$ cat src/rtl/multicycle_ctrl.sv
// multicycle_ctrl -- main control FSM of the multi-cycle RV32I core.
//
// Sequences fetch, decode, execute, memory and writeback. It drives the
// instruction/data memory handshakes, the PC/IR/register-file write enables
// and the PC/writeback source selects. It detects trap/halt conditions and
// keeps the cycle and retired-instruction counters.
//
// Ports:
//   clk, rst                  core clock, synchronous active-high reset
//   imem_req / imem_ready     instruction fetch handshake
//   ir_wen                    latch fetched instruction into IR
//   dec_inst_type, dec_rd_wen, dec_ebreak   decoder results (sampled in DECODE)
//   branch_taken              ALU branch compare (sampled in EXEC)
//   dmem_req / dmem_we / dmem_ready         data memory handshake
//   pc_wen, pc_sel            PC update, 0 = pc+4, 1 = branch/jump target
//   rf_wen, rf_wdata_sel      register write, 0 = ALU, 1 = load data, 2 = pc+4
//   halt, trap_good           sticky stop, 1 = EBREAK / 0 = bad trap
//   cycle_cnt, instret_cnt    free-running counters (frozen in HALT)
//   state                     current FSM state (debug)
//
// state  | meaning
// FETCH  | request instruction until imem_ready, then write IR
// DECODE | capture decoder class/rd_wen, trap on NO_TYPE / ZICSR
// EXEC   | capture branch result, choose MEM or WB
// MEM    | data access until dmem_ready (loads and stores only)
// WB     | write PC and register file, retire
// HALT   | stopped until reset
// 6, 7   | illegal, fall into HALT as a bad trap

module multicycle_ctrl #(
  parameter int MEM_TIMEOUT = 255,
  parameter int CNT_W       = 32
) (
  input  logic             clk,
  input  logic             rst,
  output logic             imem_req,
  input  logic             imem_ready,
  output logic             ir_wen,
  input  logic [3:0]       dec_inst_type,
  input  logic             dec_rd_wen,
  input  logic             dec_ebreak,
  input  logic             branch_taken,
  output logic             dmem_req,
  output logic             dmem_we,
  input  logic             dmem_ready,
  output logic             pc_wen,
  output logic             pc_sel,
  output logic             rf_wen,
  output logic [1:0]       rf_wdata_sel,
  output logic             halt,
  output logic             trap_good,
  output logic [CNT_W-1:0] cycle_cnt,
  output logic [CNT_W-1:0] instret_cnt,
  output logic [2:0]       state
);

  // Instruction class encodings shared with the decoder.
  localparam logic [3:0] T_R     = 4'd0;
  localparam logic [3:0] T_I     = 4'd1;
  localparam logic [3:0] T_L     = 4'd2;
  localparam logic [3:0] T_S     = 4'd3;
  localparam logic [3:0] T_B     = 4'd4;
  localparam logic [3:0] T_J     = 4'd5;
  localparam logic [3:0] T_JALR  = 4'd6;
  localparam logic [3:0] T_LUI   = 4'd7;
  localparam logic [3:0] T_AUIPC = 4'd8;
  localparam logic [3:0] T_ZICSR = 4'd9;
  localparam logic [3:0] T_FENCE = 4'd10;
  localparam logic [3:0] T_NONE  = 4'd11;

  typedef enum logic [2:0] {
    S_FETCH  = 3'd0,
    S_DECODE = 3'd1,
    S_EXEC   = 3'd2,
    S_MEM    = 3'd3,
    S_WB     = 3'd4,
    S_HALT   = 3'd5
  } state_t;

  // The watchdog only needs to count up to MEM_TIMEOUT-1: the cycle that
  // would reach MEM_TIMEOUT is the one that halts.
  localparam int WD_W = (MEM_TIMEOUT > 1) ? $clog2(MEM_TIMEOUT) : 1;
  localparam logic [WD_W-1:0] WD_LAST = WD_W'((MEM_TIMEOUT > 0) ? MEM_TIMEOUT - 1 : 0);

  state_t          st;
  logic [WD_W-1:0] wd;
  logic [3:0]      ltype;
  logic            lrd_wen;
  logic            lbr;
  logic            wd_expire;

  assign wd_expire = (MEM_TIMEOUT != 0) && (wd == WD_LAST);

  always_ff @(posedge clk) begin
    if (rst) begin
      st          <= S_FETCH;
      wd          <= '0;
      ltype       <= T_NONE;
      lrd_wen     <= 1'b0;
      lbr         <= 1'b0;
      trap_good   <= 1'b0;
      cycle_cnt   <= '0;
      instret_cnt <= '0;
    end else begin
      // Any cycle that does not explicitly keep counting clears the watchdog,
      // which covers both "ready seen" and "state changed".
      wd <= '0;
      if (st != S_HALT) cycle_cnt <= cycle_cnt + CNT_W'(1);
      case (st)
        S_FETCH: begin
          if (imem_ready) begin
            st <= S_DECODE;
          end else if (wd_expire) begin
            st        <= S_HALT;
            trap_good <= 1'b0;
          end else begin
            wd <= wd + WD_W'(1);
          end
        end
        S_DECODE: begin
          ltype   <= dec_inst_type;
          lrd_wen <= dec_rd_wen;
          if (dec_inst_type == T_NONE) begin
            st        <= S_HALT;
            trap_good <= 1'b0;
          end else if (dec_inst_type == T_ZICSR) begin
            st        <= S_HALT;
            trap_good <= dec_ebreak;
          end else begin
            st <= S_EXEC;
          end
        end
        S_EXEC: begin
          lbr <= branch_taken;
          st  <= (ltype == T_L || ltype == T_S) ? S_MEM : S_WB;
        end
        S_MEM: begin
          if (dmem_ready) begin
            st <= S_WB;
          end else if (wd_expire) begin
            st        <= S_HALT;
            trap_good <= 1'b0;
          end else begin
            wd <= wd + WD_W'(1);
          end
        end
        S_WB: begin
          instret_cnt <= instret_cnt + CNT_W'(1);
          st          <= S_FETCH;
        end
        S_HALT: begin
          st <= S_HALT;
        end
        default: begin
          st        <= S_HALT;
          trap_good <= 1'b0;
        end
      endcase
    end
  end

  always_comb begin
    imem_req     = 1'b0;
    ir_wen       = 1'b0;
    dmem_req     = 1'b0;
    dmem_we      = 1'b0;
    pc_wen       = 1'b0;
    pc_sel       = 1'b0;
    rf_wen       = 1'b0;
    rf_wdata_sel = 2'd0;
    halt         = 1'b0;
    case (st)
      S_FETCH: begin
        imem_req = 1'b1;
        ir_wen   = imem_ready;
      end
      S_MEM: begin
        dmem_req = 1'b1;
        dmem_we  = (ltype == T_S);
      end
      S_WB: begin
        pc_wen = 1'b1;
        pc_sel = (ltype == T_J) || (ltype == T_JALR) || ((ltype == T_B) && lbr);
        rf_wen = lrd_wen && !(ltype inside {T_S, T_B, T_FENCE});
        if (ltype == T_L)                          rf_wdata_sel = 2'd1;
        else if (ltype == T_J || ltype == T_JALR)  rf_wdata_sel = 2'd2;
        else                                       rf_wdata_sel = 2'd0;
      end
      S_HALT: begin
        halt = 1'b1;
      end
      default: begin
      end
    endcase
  end

  assign state = st;

  // Classes with no special control behaviour; named here so the encoding
  // table stays complete for readers.
  logic unused_types;
  assign unused_types = ^{T_R, T_I, T_LUI, T_AUIPC};

endmodule
$ cat config.mk
export PLATFORM = sky130hd
export DESIGN_NAME = multicycle_ctrl
export DESIGN_NICKNAME = d
export VERILOG_FILES = /design/src/rtl/multicycle_ctrl.sv
export SDC_FILE = /design/constraint.sdc
export NUM_CORES = 1
export LEC_CHECK = 0
export BUFFER_PORTS_ARGS = -buffer_cell sky130_fd_sc_hd__buf_2
export CELL_PAD_IN_SITES_DETAIL_PLACEMENT = 0
export CELL_PAD_IN_SITES_GLOBAL_PLACEMENT = 1
export CORE_ASPECT_RATIO = 1.2
export CORE_MARGIN = 10
export CORE_UTILIZATION = 43
export CTS_CLUSTER_DIAMETER = 150
export DETAILED_ROUTE_END_ITERATION = 12
export PLACE_DENSITY_LB_ADDON = 0.1
export SLEW_MARGIN = 30
export SYNTH_ARGS = -nofsm -noshare
export SYNTH_HDL_FRONTEND = slang
export SYNTH_SLANG_ARGS = --single-unit
$ cat constraint.sdc
create_clock -name clk -period 3.8 [get_ports clk]
set_clock_uncertainty 0.05 [all_clocks]
set_input_delay 0.38 -clock clk [delete_from_list [all_inputs] [get_ports clk]]
set_output_delay 0.38 -clock clk [all_outputs]
set_load 0.1 [all_outputs]
==> results of run 1 <==
## cell families after synthesis
logic type	after synthesis	share of synthesized area
AOI/OAI and AO/OA	43	0.0647
xor gates and xnor gates	57	0.130
adders and majority gates	4	0.0130
buffers and inverters	25	0.0250
DFF	82	0.427
muxes	5	0.0130
and+or+nand+nor	235	0.328
## area by class of cell
type	instances	area [um^2]
fill	879	4020
multi-input combinational	344	2140
sequential	82	1640
timing repair buffer	90	458
tap	117	146
clock buffer	10	128
clock inverter	5	104
inverter	6	22.5
## stage by stage
stage | hold WS [ns] | instances | power (mW)
after CTS | 0.182 | 654 | 1.84
after detailed placement | 0.413 | 639 | 1.09
after global routing | 0.183 | 654 | 1.89
after global placement | 0.410 | 639 | 1.09
final | 0.194 | 654 | 1.82
after floorplan | 0.403 | 451 | 1.06
## cells in the mapped netlist, drive strengths merged, types with 3 or more instances
cell / count
or2: 3
a21oi: 18
nand4: 27
or3: 10
mux2i: 5
xnor2: 19
nor2: 81
nor3: 11
ha: 4
buf: 5
and2: 4
nand3: 27
nor4: 9
nand2: 27
nor2b: 6
nand3b: 4
clkbuf: 14
and3: 5
xor2: 38
and4: 10
o21ai: 13
a211o: 3
inv: 6
dfxtp: 82
o31ai: 3
## final timing paths
check | from | to | slack [ns] | cells after the start
worst max-delay path | state[2] | pc_sel | 0.95 | 5
worst min-delay path | dec_inst_type[1] | ltype[1] | 0.19 | 2
worst max register to register | state[1] | cycle_cnt[30] | 1.45 | 6
worst min register to register | trap_good | trap_good | 0.42 | 2
## sequential cells by signal, summed over array words and instances, names as in the netlist
| name | cells |
|---|---|
| cycle_cnt | 32 |
| instret_cnt | 32 |
| lbr | 1 |
| lrd_wen | 1 |
| ltype | 4 |
| state | 3 |
| trap_good | 1 |
| wd | 8 |
## cells in the final DEF, fill, tap and decap left out, drive strengths merged, types with 2 or more instances in the layout
cell	instances
and3	5
inv	6
o21ai	13
and2	4
dfxtp	82
a211o	3
xor2	38
nor4	9
buf	90
clkinv	2
clkbuf	10
nand3b	4
nand2	27
bufinv	3
ha	4
nor2b	6
nor2	81
nor3b	2
o22ai	2
or4	2
nand4	27
and4	10
mux2i	5
nand3	27
or2	3
a21oi	18
nand4b	2
nor3	11
or3	10
xnor2	19
o31ai	3
## per-layer routing
metal / vias up / GRT usage / share of wire
met2: 62 / 0.242 / 0.48
met1: 1585 / 0.176 / 0.46
met5: - / 0 / 0
met3: 12 / 0.0413 / 0.050
met4: 0 / 0.0551 / 0.014
li1: 1739 / - / -
## power groups by stage
stage	clock network, mW	registers [mW]	logic (mW)
floorplan	0	0.945	0.112
global placement	0	0.915	0.174
detailed placement	0	0.916	0.175
CTS	0.766	0.895	0.175
global route	0.800	0.899	0.187
finish	0.749	0.896	0.174
## worst register-to-register path, delay by kind of cell (launching register included)
family                 cells  cell delay, ns
AND/OR/NAND/NOR            4            1.40
flip-flops                 1            0.58
AO/OA/AOI/OAI              1            0.14
buffers and inverters      1            0.13
==> run metrics, run 1 <==
CP Data Required Time 3.37 ns; Antenna Nets Post-Route 0; CP endpoint kind output pin; via count 3398; Avg Cell Area, Syn 8.53 um^2; # hold bufs at CTS 0; Pint 1.35 mW; Synth area leader dfxtp_1; RSZ-0062 raised after global routing false; clock buffer depth 2; Synth cell types 44; endpoints failing setup 0; post_cts resized 0; Clock H-tree levels 3; gpl congestion 0.789; Hold Violations, Final 0; GR Util All Layers 0.146; DR pass1 iterations 4; Crit path buffers/inverters 2; actual slew at the worst max-slew pin 0.830 ns; P&R area growth vs syn 20.7%; NetSw 470 uW; synthesized flop and latch total 82; Final Max Slew Viols 0; FFs w/ async S/R, synth 0; first-pass GRT wire length 16000 um; vias per cell 5.20; core area 8660 um^2; Clock Latency Late Sink 0.35 ns; share of cells above drive strength 1 0.229; final worst-path cycle share 0.751; Max Cap Viol 0; worst path cell trace inv_1, nor2_4, nand3b_1, a211oi_4, buf_2; vias in the first global route 3270; cells after synthesis 451; Reg power frac 0.492; Clock Tree Root clkbuf_8; ANT cells 0; Initial Util 0.444; pre-CTS worst setup slack 1.34 ns; Max-slew headroom 0.442; hpwl dp 7080 um; synthesized net count 466; initial DRC count 108; DRC viols 0; Clk network pwr share 0.412; Peak supply drop 0.000169 V; setup bufs post-CTS 0; Die Ht 124 um; Final Critical Period 2.85 ns; largest net degree at the start of global routing 50; TritonCTS Buffers 9; Post-synth EDFFs 0; total die area 13100 um^2; CTS tree built; CP startpoint kind flip-flop; path type of the worst min-delay path primary input to flip-flop; Post-layout nets 548; mean routed wirelength per cell 14.7 um; Slowest cell on crit path dfxtp_1; Final WS setup 0.946 ns; Yosys top cell area share 0.427; dominant synthesized flop cell dfxtp_1; port buffer count 88; Final Instance Area 4640 um^2; I/O pins 89; post-layout util 0.536; sum of negative setup slack 0 ns; Placement Cell Area 4410 um^2; highest clock rate 350 MHz; clk slew on worst S/H paths 0.08 ns; CP peak stage delay 0.76 ns; critical path class flip-flop to output pin; Die W 106 um; antenna violations before repair 0; Pleak 1.89 nW; clk sink count 82; crit path max fanout 18; Overflow after GRT 0; Power Density 392 nW/um^2; combinational power share 0.096; register area share after synthesis 0.427; row cnt 37; Data arrival, critical path 2.42 ns; Synth area leaders dfxtp_1, xor2_1, nor2_1, xnor2_1, nand4_1; delay-heaviest family, CP flip-flops; final wirelength 9620 um; number of synthesis warnings 0; Synth Cell Area 3850 um^2; Switching Share 0.259; status finished, final reports clean
(Power assumes the default switching activity.)
==> run 2, diff against run 1 <==
- CORE_UTILIZATION: 43 -> 36
- clock period: 3.8 -> 2.5 ns (I/O delays scaled with it)
==> run metrics, run 2 (synthesized netlist as in run 1, its figures left out) <==
Clock Tree Root clkbuf_16; Pleak 1.98 nW (+4.6%); ANT cells 0 (unchanged); vias per cell 5.15 (-0.94%); DRC viols 0 (unchanged); P&R area growth vs syn 25.9%; R2R Path Start instret_cnt[17]; initial DRC count 132 (+22%); largest net degree at the start of global routing 39 (-22%); Power Density 625 nW/um^2 (+59%); highest clock rate 424 MHz; DR pass1 iterations 4 (unchanged); endpoints failing setup 0 (unchanged); leading cell type in the layout, fill and taps excluded buf_2; clock buffer depth 2 (unchanged); Die W 114 um (+7.5%); critical path class flip-flop to output pin; Reg2Reg Depth 5 (-1); Hold EP ltype[0]; GR Util All Layers 0.134 (-0.0116); hold path start dec_inst_type[0]; via count 3464 (+1.9%); vias in the first global route 3402 (+4.0%); Final Critical Period 2.36 ns; most frequent cells in the layout buf_2, nor2_1, dfxtp_1; Post-layout nets 554 (+1.1%); reg2reg end instret_cnt[31]; Hold Crit Depth 2 (unchanged); hpwl dp 7510 um (+6.1%); Peak supply drop 0.000378 V (+120%); crit path max fanout 13 (-5); clk slew on worst S/H paths 0.06 ns (-0.02 ns); setup bufs post-CTS 0 (unchanged); port buffer count 88 (unchanged); CP Data Required Time 2.20 ns (-1.17 ns); Antenna Nets Post-Route 0 (unchanged); final worst-path cycle share 0.943; core area 10500 um^2 (+21%); row cnt 41 (+11%); Clock Latency Late Sink 0.34 ns (about the same); Clock H-tree levels 3 (unchanged); Overflow after GRT 0 (unchanged); path type of the worst min-delay path primary input to flip-flop; antenna violations before repair 0 (unchanged); status finished, final reports clean; CP startpoint kind flip-flop; # hold bufs at CTS 0 (unchanged); RSZ-0062 raised after global routing false; Max Cap Viol 0 (unchanged); share of cells above drive strength 1 0.278 (+0.0485); Top Registers cycle_cnt: 32 flops, instret_cnt: 32 flops, wd: 8 flops; total die area 15200 um^2 (+16%); CTS tree built; TritonCTS Buffers 9 (unchanged); post_cts resized 0 (unchanged); Data arrival, critical path 2.06 ns (-0.36 ns); gpl congestion 0.807 (+2.3%); first-pass GRT wire length 17000 um (+6.2%); Die Ht 133 um (+7.8%); CP endpoint kind output pin; Max-slew headroom 0.572 (+0.131); Final Max Slew Viols 0 (unchanged); mean routed wirelength per cell 15.0 um (+1.9%); clk sink count 82 (unchanged); post-layout util 0.463 (-0.0735); Hold Violations, Final 0 (unchanged); final wirelength 10100 um (+4.8%); I/O pins 89 (unchanged); actual slew at the worst max-slew pin 0.632 ns (-0.197 ns); sum of negative setup slack 0 ns (unchanged); Initial Util 0.368 (-0.0768); R2R setup slack 0.52 ns (-0.93 ns)
==> run 2: report_power, final <==
| part | switching, mW | internal [mW] |
|---|---|---|
| combinational | 0.200 | 0.0706 |
| sequential | 0.0392 | 1.33 |
| clock | 0.530 | 0.859 |
| total | 0.770 | 2.26 |
==> run 2: routing by layer <==
layer  part of all wire  GRT usage  wire [um]  vias up
li1                   -          -          -     1767
met1               0.44      0.161       4400     1617
met2               0.49      0.218       4960       70
met3              0.057     0.0409        577       10
met4              0.013     0.0509        133        0
met5                  0          0          0        -
==> run 2: per-stage QoR <==
| step | setup slack [ns] | hold WS, ns | cells | power [mW] | cell area (um^2) |
|---|---|---|---|---|---|
| 4_1_cts | 0.109 | 0.0693 | 673 | 3.08 | 4840 |
| 2_1_floorplan | -0.347 | 0.318 | 451 | 1.62 | 3950 |
| 6_report | 0.142 | 0.0820 | 673 | 3.03 | 4840 |
| 3_5_place_dp | 0.485 | 0.422 | 657 | 1.67 | 4530 |
| 3_3_place_gp | 0.515 | 0.406 | 657 | 1.67 | 4530 |
| 5_1_grt | 0.0211 | 0.0881 | 673 | 3.15 | 4840 |
==> run 2: worst max-delay path, cell delays in order (launching register included) <==
cell and delay [ns]:
dfxtp_4 0.38, or2_4 0.31, nor2_4 0.22, nand3b_1 0.18
a211oi_4 0.17, buf_2 0.45
==> run 2: cell type report <==
type,instances,area (um^2)
clock buffers,12,268
clock inverters,4,46.3
fillers,1097,5620
inverters,6,22.5
multi-input cells,344,2170
flip-flops and latches,82,1670
well taps,129,161
repair buffers,96,500
==> run 2: how the worst max path moves through the flow <==
| stage | startpoint | end | cells past startpoint |
|---|---|---|---|
| floorplan | state[0] | pc_sel | 5 |
| global placement | state[0] | pc_sel | 5 |
| detailed placement | state[0] | pc_sel | 5 |
| CTS | state[0] | pc_sel | 5 |
| global route | state[0] | pc_sel | 5 |
| finish | state[0] | pc_sel | 5 |
